--- src/rtl/alu_accum_sequencer_if.sv ---
// Command, operand-stream and result bundle between the loader and the sequencer.
// Latency: none, wires only.
// Backpressure: carries in_valid/in_ready and out_valid/out_ready; the sequencer owns in_ready.
//
// Ports (by modport):
//   master drives : start, len, init, op_mode, abort, in_valid, in_data, out_ready
//   master samples: in_ready, out_valid, out_data, busy, err
//   slave is the mirror of master and is used by the sequencer.
interface alu_accum_sequencer_if #(
    parameter int WIDTH = 64,
    parameter int CNT_W = 8
);
    logic             start;
    logic [CNT_W-1:0] len;
    logic [WIDTH-1:0] init;
    logic [1:0]       op_mode;
    logic             abort;
    logic             in_valid;
    logic [WIDTH-1:0] in_data;
    logic             in_ready;
    logic             out_valid;
    logic [WIDTH-1:0] out_data;
    logic             out_ready;
    logic             busy;
    logic             err;

    modport master (
        output start, len, init, op_mode, abort, in_valid, in_data, out_ready,
        input  in_ready, out_valid, out_data, busy, err
    );

    modport slave (
        input  start, len, init, op_mode, abort, in_valid, in_data, out_ready,
        output in_ready, out_valid, out_data, busy, err
    );
endinterface

--- src/rtl/alu_accum_sequencer.sv ---
// Folds a stream of operand words into an accumulator through a 64-bit bitwise ALU.
// Latency: result valid the cycle after the last beat (cycle after start when len==0).
// Backpressure: in_ready high only in RUN; result held stable in DONE until out_ready.
//
// Ports:
//   clk  - rising-edge clock
//   rst  - asynchronous active-high reset
//   bus  - slave side of alu_accum_sequencer_if (command, operand stream, result, status)

// Pure bitwise ALU: 0: a^b, 1: ~a&b, 2: ~a. Mode 3 is never selected by the sequencer.
module logic_alu #(
    parameter int WIDTH = 64
) (
    input  logic [WIDTH-1:0] a,
    input  logic [WIDTH-1:0] b,
    input  logic [1:0]       mode,
    output logic [WIDTH-1:0] y
);
    always_comb begin
        y = '0;
        case (mode)
            2'd0:    y = a ^ b;
            2'd1:    y = ~a & b;
            2'd2:    y = ~a;
            default: y = '0;
        endcase
    end
endmodule

module alu_accum_sequencer #(
    parameter int WIDTH = 64,
    parameter int CNT_W = 8
) (
    input logic                  clk,
    input logic                  rst,
    alu_accum_sequencer_if.slave bus
);
    typedef enum logic [1:0] {
        S_IDLE = 2'd0,
        S_RUN  = 2'd1,
        S_DONE = 2'd2
    } state_t;

    state_t           state_q, state_d;
    logic [WIDTH-1:0] acc_q, acc_d;
    logic [CNT_W-1:0] cnt_q, cnt_d;
    logic [1:0]       mode_q, mode_d;
    logic             err_q, err_d;

    logic [WIDTH-1:0] alu_y;
    logic             beat;

    logic_alu #(.WIDTH(WIDTH)) u_alu (
        .a    (acc_q),
        .b    (bus.in_data),
        .mode (mode_q),
        .y    (alu_y)
    );

    // in_ready is a pure state decode so it never combinationally depends on in_valid.
    assign beat = bus.in_valid && (state_q == S_RUN);

    always_comb begin
        state_d = state_q;
        acc_d   = acc_q;
        cnt_d   = cnt_q;
        mode_d  = mode_q;
        err_d   = 1'b0;

        case (state_q)
            S_IDLE: begin
                if (bus.start) begin
                    if (bus.op_mode == 2'd3) begin
                        // Illegal mode: flag it and leave the accumulator untouched.
                        err_d = 1'b1;
                    end else begin
                        acc_d   = bus.init;
                        mode_d  = bus.op_mode;
                        cnt_d   = bus.len;
                        state_d = (bus.len == '0) ? S_DONE : S_RUN;
                    end
                end
            end
            S_RUN: begin
                if (bus.abort) begin
                    // Abort beats a simultaneous beat; the partial result is dropped.
                    acc_d   = '0;
                    cnt_d   = '0;
                    state_d = S_IDLE;
                end else if (beat && (cnt_q != '0)) begin
                    acc_d = alu_y;
                    cnt_d = cnt_q - 1'b1;
                    if (cnt_q == CNT_W'(1)) begin
                        state_d = S_DONE;
                    end
                end
            end
            S_DONE: begin
                if (bus.out_ready) begin
                    state_d = S_IDLE;
                end
            end
            default: state_d = S_IDLE;
        endcase
    end

    always_ff @(posedge clk or posedge rst) begin
        if (rst) begin
            state_q <= S_IDLE;
            acc_q   <= '0;
            cnt_q   <= '0;
            mode_q  <= '0;
            err_q   <= 1'b0;
        end else begin
            state_q <= state_d;
            acc_q   <= acc_d;
            cnt_q   <= cnt_d;
            mode_q  <= mode_d;
            err_q   <= err_d;
        end
    end

    // All outputs decode registered state, so an async reset clears them at once.
    assign bus.in_ready  = (state_q == S_RUN);
    assign bus.out_valid = (state_q == S_DONE);
    assign bus.out_data  = (state_q == S_DONE) ? acc_q : '0;
    assign bus.busy      = (state_q != S_IDLE);
    assign bus.err       = err_q;
endmodule

--- src/flat_wrapper.sv ---
// flat-port wrapper written by rule: the top's interface ports become plain ports
module alu_accum_sequencer_flat 
#(
    parameter int WIDTH = 64,
    parameter int CNT_W = 8
)
  (clk, rst, bus_start, bus_len, bus_init, bus_op_mode, bus_abort, bus_in_valid, bus_in_data, bus_out_ready, bus_in_ready, bus_out_valid, bus_out_data, bus_busy, bus_err);
  alu_accum_sequencer_if #(.WIDTH(WIDTH), .CNT_W(CNT_W)) bus_i ();
  input logic clk;
  input logic rst;
  input wire logic [$bits(bus_i.start)-1:0] bus_start;
  input wire logic [$bits(bus_i.len)-1:0] bus_len;
  input wire logic [$bits(bus_i.init)-1:0] bus_init;
  input wire logic [$bits(bus_i.op_mode)-1:0] bus_op_mode;
  input wire logic [$bits(bus_i.abort)-1:0] bus_abort;
  input wire logic [$bits(bus_i.in_valid)-1:0] bus_in_valid;
  input wire logic [$bits(bus_i.in_data)-1:0] bus_in_data;
  input wire logic [$bits(bus_i.out_ready)-1:0] bus_out_ready;
  output wire logic [$bits(bus_i.in_ready)-1:0] bus_in_ready;
  output wire logic [$bits(bus_i.out_valid)-1:0] bus_out_valid;
  output wire logic [$bits(bus_i.out_data)-1:0] bus_out_data;
  output wire logic [$bits(bus_i.busy)-1:0] bus_busy;
  output wire logic [$bits(bus_i.err)-1:0] bus_err;
  assign bus_i.start = bus_start;
  assign bus_i.len = bus_len;
  assign bus_i.init = bus_init;
  assign bus_i.op_mode = bus_op_mode;
  assign bus_i.abort = bus_abort;
  assign bus_i.in_valid = bus_in_valid;
  assign bus_i.in_data = bus_in_data;
  assign bus_i.out_ready = bus_out_ready;
  assign bus_in_ready = bus_i.in_ready;
  assign bus_out_valid = bus_i.out_valid;
  assign bus_out_data = bus_i.out_data;
  assign bus_busy = bus_i.busy;
  assign bus_err = bus_i.err;
  alu_accum_sequencer #(.WIDTH(WIDTH), .CNT_W(CNT_W)) u_core (.clk(clk), .rst(rst), .bus(bus_i));
endmodule
--- config.mk ---
export PLATFORM = sky130hd
export DESIGN_NAME = alu_accum_sequencer_flat
export DESIGN_NICKNAME = d
export VERILOG_FILES = /design/src/rtl/alu_accum_sequencer_if.sv /design/src/rtl/alu_accum_sequencer.sv /design/src/flat_wrapper.sv
export SDC_FILE = /design/constraint.sdc
export NUM_CORES = 1
export LEC_CHECK = 0
export CORE_MARGIN = 3
export CORE_UTILIZATION = 40
export CTS_BUF_LIST = sky130_fd_sc_hd__clkbuf_4 sky130_fd_sc_hd__clkbuf_8 sky130_fd_sc_hd__clkbuf_16
export DETAILED_ROUTE_END_ITERATION = 16
export GPL_TIMING_DRIVEN = 0
export PLACE_DENSITY = 0.71
export SKIP_CTS_REPAIR_TIMING = 1
export SKIP_LAST_GASP = 1
export SYNTH_ARGS = -nofsm -noshare
export SYNTH_HDL_FRONTEND = slang
export SYNTH_HIERARCHICAL = 1
export SYNTH_SLANG_ARGS = --single-unit
--- constraint.sdc ---
create_clock -name clk -period 5.7 [get_ports clk]
set_clock_uncertainty 0.15 [all_clocks]
set_input_delay 1.71 -clock clk [delete_from_list [all_inputs] [get_ports clk]]
set_output_delay 1.71 -clock clk [all_outputs]
set_load 0.05 [all_outputs]
; Word-level counts from Yosys, hierarchy flattened
; Index checks and enable logic that the tools add are counted.
; Widths: inputs -> output; s select.
[op_classes]
reduce_logical = 11
add_sub_neg = 1
n_eq_ne = 11
muxes = 23
n_bitwise = 4
[ops]
columns = operator, n
row1 = $mux 64, 5
row2 = $pmux 64 s3, 1
row3 = $pmux 64 s2, 1
row4 = $and 64x64->64, 1
row5 = $not 64->64, 1
row6 = $xor 64x64->64, 1
row7 = $mux 8, 4
row8 = $pmux 8 s2, 1
row9 = $mux 2, 7
row10 = $eq 8x1->1 const B, 1
row11 = $logic_not 8->1, 1
row12 = $reduce_bool 8->1, 1
row13 = $sub 8x1->8 const B, 1
row14 = $eq 2x2->1 const B, 3
row15 = $ne 2x2->1 const B, 3
row16 = $ne 3x2->1 const B, 2
row17 = $pmux 2 s3, 1
row18 = $reduce_and 5->1, 1
row19 = $eq 2x1->1 const B, 2
row20 = $logic_not 2->1, 2
row21 = $reduce_and 4->1, 1
row22 = $reduce_bool 2->1, 2
row23 = $mux 1, 3
row24 = $reduce_and 3->1, 1
row25 = other kinds (2), 3
[word_totals]
regBits = 77
in_bits = 144
word_cells = 55

; Logic depth before layout (Yosys ltp)
[logic_depth]
ltp_word = 6
mapped_depth = 8
mapped_depth_nobuf = 6

; Cells and area by module
; The synthesis kept the hierarchy.
[modules_own_cells]
columns = module, seq_area_each_um2, cells_per_inst, area_per_inst_um2, n_inst
row1 = alu_accum_sequencer, 1926.8, 373, 4568.1, 1
row2 = logic_alu, 0.0, 278, 3140.5, 1

; Least setup slack after synthesis
; Ideal clock, no wire load.
[synth_path]
path_kind = reg-to-output
from = reg u_core.state_q[0]
to = out bus_out_data[54]
n_path_buf = 1
arrival_ns = 1.648
path_stages_with_launch = 4
path_slack_ns = 2.192
required_ns = 3.840
cell_sequence = dfrtp_1 -> nor2_1 -> clkbuf_1 -> and2_1
[synth_between]
elab_chain_len = 2
[synth_lines]
columns = element, line
row1 = start: declaration, alu_accum_sequencer.sv:44  ; state_t state_q, state_d;
row2 = start signal: assignment, alu_accum_sequencer.sv:115  ; state_q <= state_d;
row3 = $eq 2x2->1, -
row4 = via bus_out_valid, flat_wrapper.sv:20  ; output wire logic [$bits(bus_i.out_valid)-1:0] bus_out_valid;
row5 = $mux 64, alu_accum_sequencer.sv:126  ; assign bus.out_data = (state_q == S_DONE) ? acc_q : '0;
row6 = end: declaration, flat_wrapper.sv:21  ; output wire logic [$bits(bus_i.out_data)-1:0] bus_out_data;
; The timed path passes the listed nets, and every way through them passes these cells.

; Worst setup path after layout
[layout_path]
from = reg u_core.state_q[1]
to = out bus_out_data[42]
[layout_between]
elab_chain_len = 2
[layout_lines]
columns = element, line
row1 = $eq 2x2->1, alu_accum_sequencer.sv:126
row2 = $mux 64, alu_accum_sequencer.sv:126
; No other way between the ends.

==> results.yml <==
routing:
  dr_wl_met2_um: 10000
  num_vias: 5932
  drc: 0
  first_pass_iters: 4
  wl_per_cell_um: 18.4
  totalWireLength_um: 21000
  wl_met3_um: 1180
  drt.antenna.violating_nets: 0
  top_layer: "met5"
  drt_iter0_markers: 220
  via_per_inst: 5.22
  wl_met1_um: 9610
placement:
  io_buffer_count: 211
  place_congestion: 0.859
  hpwl_um: 15400
status:
  status: "finished, final reports clean"
min_path:
  hold_class: "flop to flop"
  worstHoldStart: "u_core/mode_q[0]$_DFFE_PP0P_"
  hold_end: "u_core/mode_q[0]$_DFFE_PP0P_"
  whs_path_depth: 1
timing:
  final.min_clock_period_ns: 4.93
  maxSlewHeadroom_pct: 8.10
  tns_ns: 0
  max_freq_ghz: 0.203
  finalHoldViolations: 0
  fin_crit_sh_pct: 86.5
  tightest_slew_ns: 1.38
  rsz0062_at_grt: "false"
  finalSetupViolations: 0
  finalMaxSlewViolations: 0
clocking:
  cts_tree: "yes"
  cts_buffers: 9
  cts_max_level: 3
  root_buffer: "clkbuf_16"
  clk_latency_ns: 0.34
  cts_max_path_buffers: 2
  clk_pin_slew_ns: 0.06
  cts.sinks: 77
critical_path:
  r2r_slack_ns: 2.86
  path_buf_inv: 4
  ff2ff_path_depth: 6
  cpMostUsedCell: "clkbuf_1"
  critPathTopFamily: "buffers and inverters"
  rr_startpoint: "u_core/state_q[0]$_DFFE_PP0P_"
  worstPathArrival_ns: 3.07
  critPathSlowestCell: "clkdlybuf4s50_1"
  critPathMaxFanout: 10
  cp-start-kind: "flop"
  r2r_end: "u_core/cnt_q[7]$_DFFE_PP0P_"
  cp_slowest_stage_delay_ns: 0.82
  path_cells: "inv_1 -> nor2_1 -> clkbuf_1 -> clkbuf_1 -> and2_1 -> clkdlybuf4s50_1"
  worstPathRequired_ns: 3.84
  path_class: "flop to output pin"
  crit_path_end_kind: "output pin"
final_layout:
  multi_input_area_mm2: 0.00507
  drive_gt1_share_pct: 26.8
  final_nets: 1085
  n_antenna_cell: 0
  final_core_util_pct: 55.5
  seq_area_mm2: 0.00193
  syn_to_final_growth_pct: 35.6
  fillCellCount: 1602
floorplan:
  ioPinCount: 212
  die_h_um: 145
  rows: 50
  die_w_um: 145
  die_area_mm2: 0.0210
  coreArea_mm2: 0.0188
  initial_core_util_pct: 40.9
logic_synthesis:
  synthMuxAreaShare_pct: 24.9
  synth-simple-area-share_pct: 7.77
  ys_seq_area_share_pct: 25.0
  syn_area_per_cell_um2: 11.8
  synth_fp_nets: 862
  synthCells: 651
  synth-seq-cells: 77
  synth_xor_area_share_pct: 0
  yosys.cell_types.count: 39
  yosys_warnings: 6
  synth_edf_count: 0
  syn_area_mm2: 0.00771
  synth_ff_type: "dfrtp_1"
  synth-compound-area-share_pct: 22.2
  synth_adder_area_share_pct: 10.9
  synth_top_family_by_area: "multiplexers"
  synth_async_sr_flop_share_pct: 100
power_and_ir_drop:
  ir_worst_vdd_mv: 0.390
  leakagePower_nw: 4.70
  p_per_area_mw_per_mm2: 555
global_routing:
  grt_pass1_vias: 6195
  grt_use_total_pct: 19.6
  grt_pass1_wl_um: 32700
  grt_overflow: 0
  grt_max_degree: 44
  antenna_found_initial: 1
flow_run:
  max_cap_viol_count: 0
==> metrics by stage <==
step / worst slack (ns) / instances / total power [mW] / hold WS, ns / instance area, um^2
final: 0.771 / 1137 / 5.80 / 0.364 / 10500
after global routing: 0.623 / 1137 / 6.18 / 0.392 / 10500
after CTS: 0.757 / 1137 / 5.85 / 0.370 / 10500
after detailed placement: 1.14 / 1123 / 5.25 / 0.357 / 10200
after global placement: 0.182 / 1122 / 5.12 / 0.342 / 10100
after floorplan: 1.87 / 651 / 4.35 / 0.320 / 7710
==> layout by cell type (no fill, tap or decap), types with 2 or more instances in the layout <==
cell type | netlist | routed
clkdlybuf4s50_1 | 0 | 211
mux2_4 | 122 | 122
dfrtp_1 | 77 | 77
inv_1 | 73 | 72
a22o_1 | 67 | 67
ha_1 | 67 | 67
and2_1 | 64 | 64
o2bb2ai_2 | 60 | 60
clkbuf_1 | 19 | 19
buf_12 | 12 | 12
clkbuf_16 | 0 | 9
nor2_1 | 9 | 9
nand2_1 | 7 | 7
a32o_1 | 7 | 7
buf_1 | 6 | 6
mux2_2 | 6 | 6
buf_4 | 6 | 6
buf_2 | 5 | 5
nand4_1 | 4 | 4
nor3_1 | 4 | 4
o2bb2ai_1 | 4 | 4
clkinv_2 | 0 | 3
buf_6 | 3 | 3
nand3_1 | 3 | 3
o21ai_0 | 3 | 3
nand2b_1 | 2 | 2
nor3b_1 | 2 | 2
o21a_1 | 2 | 2
o22a_1 | 2 | 2
mux2i_1 | 2 | 2
or4_1 | 2 | 2
==> cell type report <==
type | instances | share of cell area (%)
well taps | 260 | 3.11
flip-flops and latches | 77 | 18.4
clock buffers | 9 | 2.15
inverters | 74 | 2.68
multi-input cells | 449 | 48.5
plain buffers | 51 | 4.19
repair buffers | 212 | 20.5
clock inverters | 5 | 0.515
==> worst max path at each step <==
| stage | start | end | slack (ns) | depth (start not counted) |
|---|---|---|---|---|
| 4_1_cts | u_core/state_q[1]$_DFFE_PP0P_ | bus_out_data[42] | 0.76 | 6 |
| 3_5_place_dp | bus_abort | u_core/cnt_q[7]$_DFFE_PP0P_ | 1.14 | 7 |
| 3_3_place_gp | rst | u_core/acc_q[61]$_DFFE_PP0P_ | 0.18 | 2 |
| 2_1_floorplan | rst | u_core/acc_q[0]$_DFFE_PP0P_ | 1.87 | 1 |
| 5_1_grt | u_core/state_q[1]$_DFFE_PP0P_ | bus_out_data[13] | 0.62 | 6 |
| 6_report | u_core/state_q[1]$_DFFE_PP0P_ | bus_out_data[42] | 0.77 | 6 |
==> logic make-up after synthesis <==
kind of cell | after synthesis
AO/OA/AOI/OAI | 152
multiplexers | 130
buffers and inverters | 125
AND/OR/NAND/NOR | 100
flip-flops | 77
adder cells (fa/ha/maj) | 67
==> cell usage after synthesis, types with 2 or more instances <==
cell	count	share of area, %
nor3b_1	2	0.19
and2_1	64	5.2
nand2_1	7	0.34
o21a_1	2	0.19
mux2_2	6	0.88
inv_1	73	3.6
o2bb2ai_2	60	12
ha_1	67	11
buf_6	3	0.44
or4_1	2	0.19
nand4_1	4	0.32
o22a_1	2	0.23
buf_4	6	0.58
mux2i_1	2	0.26
buf_2	5	0.32
a22o_1	67	7.6
nor2_1	9	0.44
nor3_1	4	0.26
a32o_1	7	0.91
o21ai_0	3	0.19
buf_12	12	3.1
mux2_4	122	24
clkbuf_1	19	0.93
buf_1	6	0.29
nand2b_1	2	0.16
nand3_1	3	0.19
o2bb2ai_1	4	0.45
dfrtp_1	77	25
==> worst register-to-register path: stages, from the launching register on <==
cell	delay [ns]
dfrtp_1	0.44
nor3b_1	1.11
buf_2	0.43
buf_2	0.29
nand2_1	0.08
o22ai_1	0.14
a32o_1	0.14
==> metal layers <==
layer  global-route usage (%)  vias up
met5                        0        -
met4                     2.85        2
met3                     4.50       14
met2                     33.2      163
met1                     26.3     2938
li1                         -     2815
==> registers in the layout, indices dropped and copies added (netlist names) <==
name	flops
u_core/acc_q	64
u_core/mode_q	2
u_core/state_q	2
u_core/cnt_q	8
u_core/bus.err	1
==> where the power goes <==
part	total, mW	internal [mW]	switching, mW
clock	0.573	0.333	0.240
sequential	1.11	0.823	0.286
combinational	4.12	2.18	1.93
(Power assumes the default switching activity.)
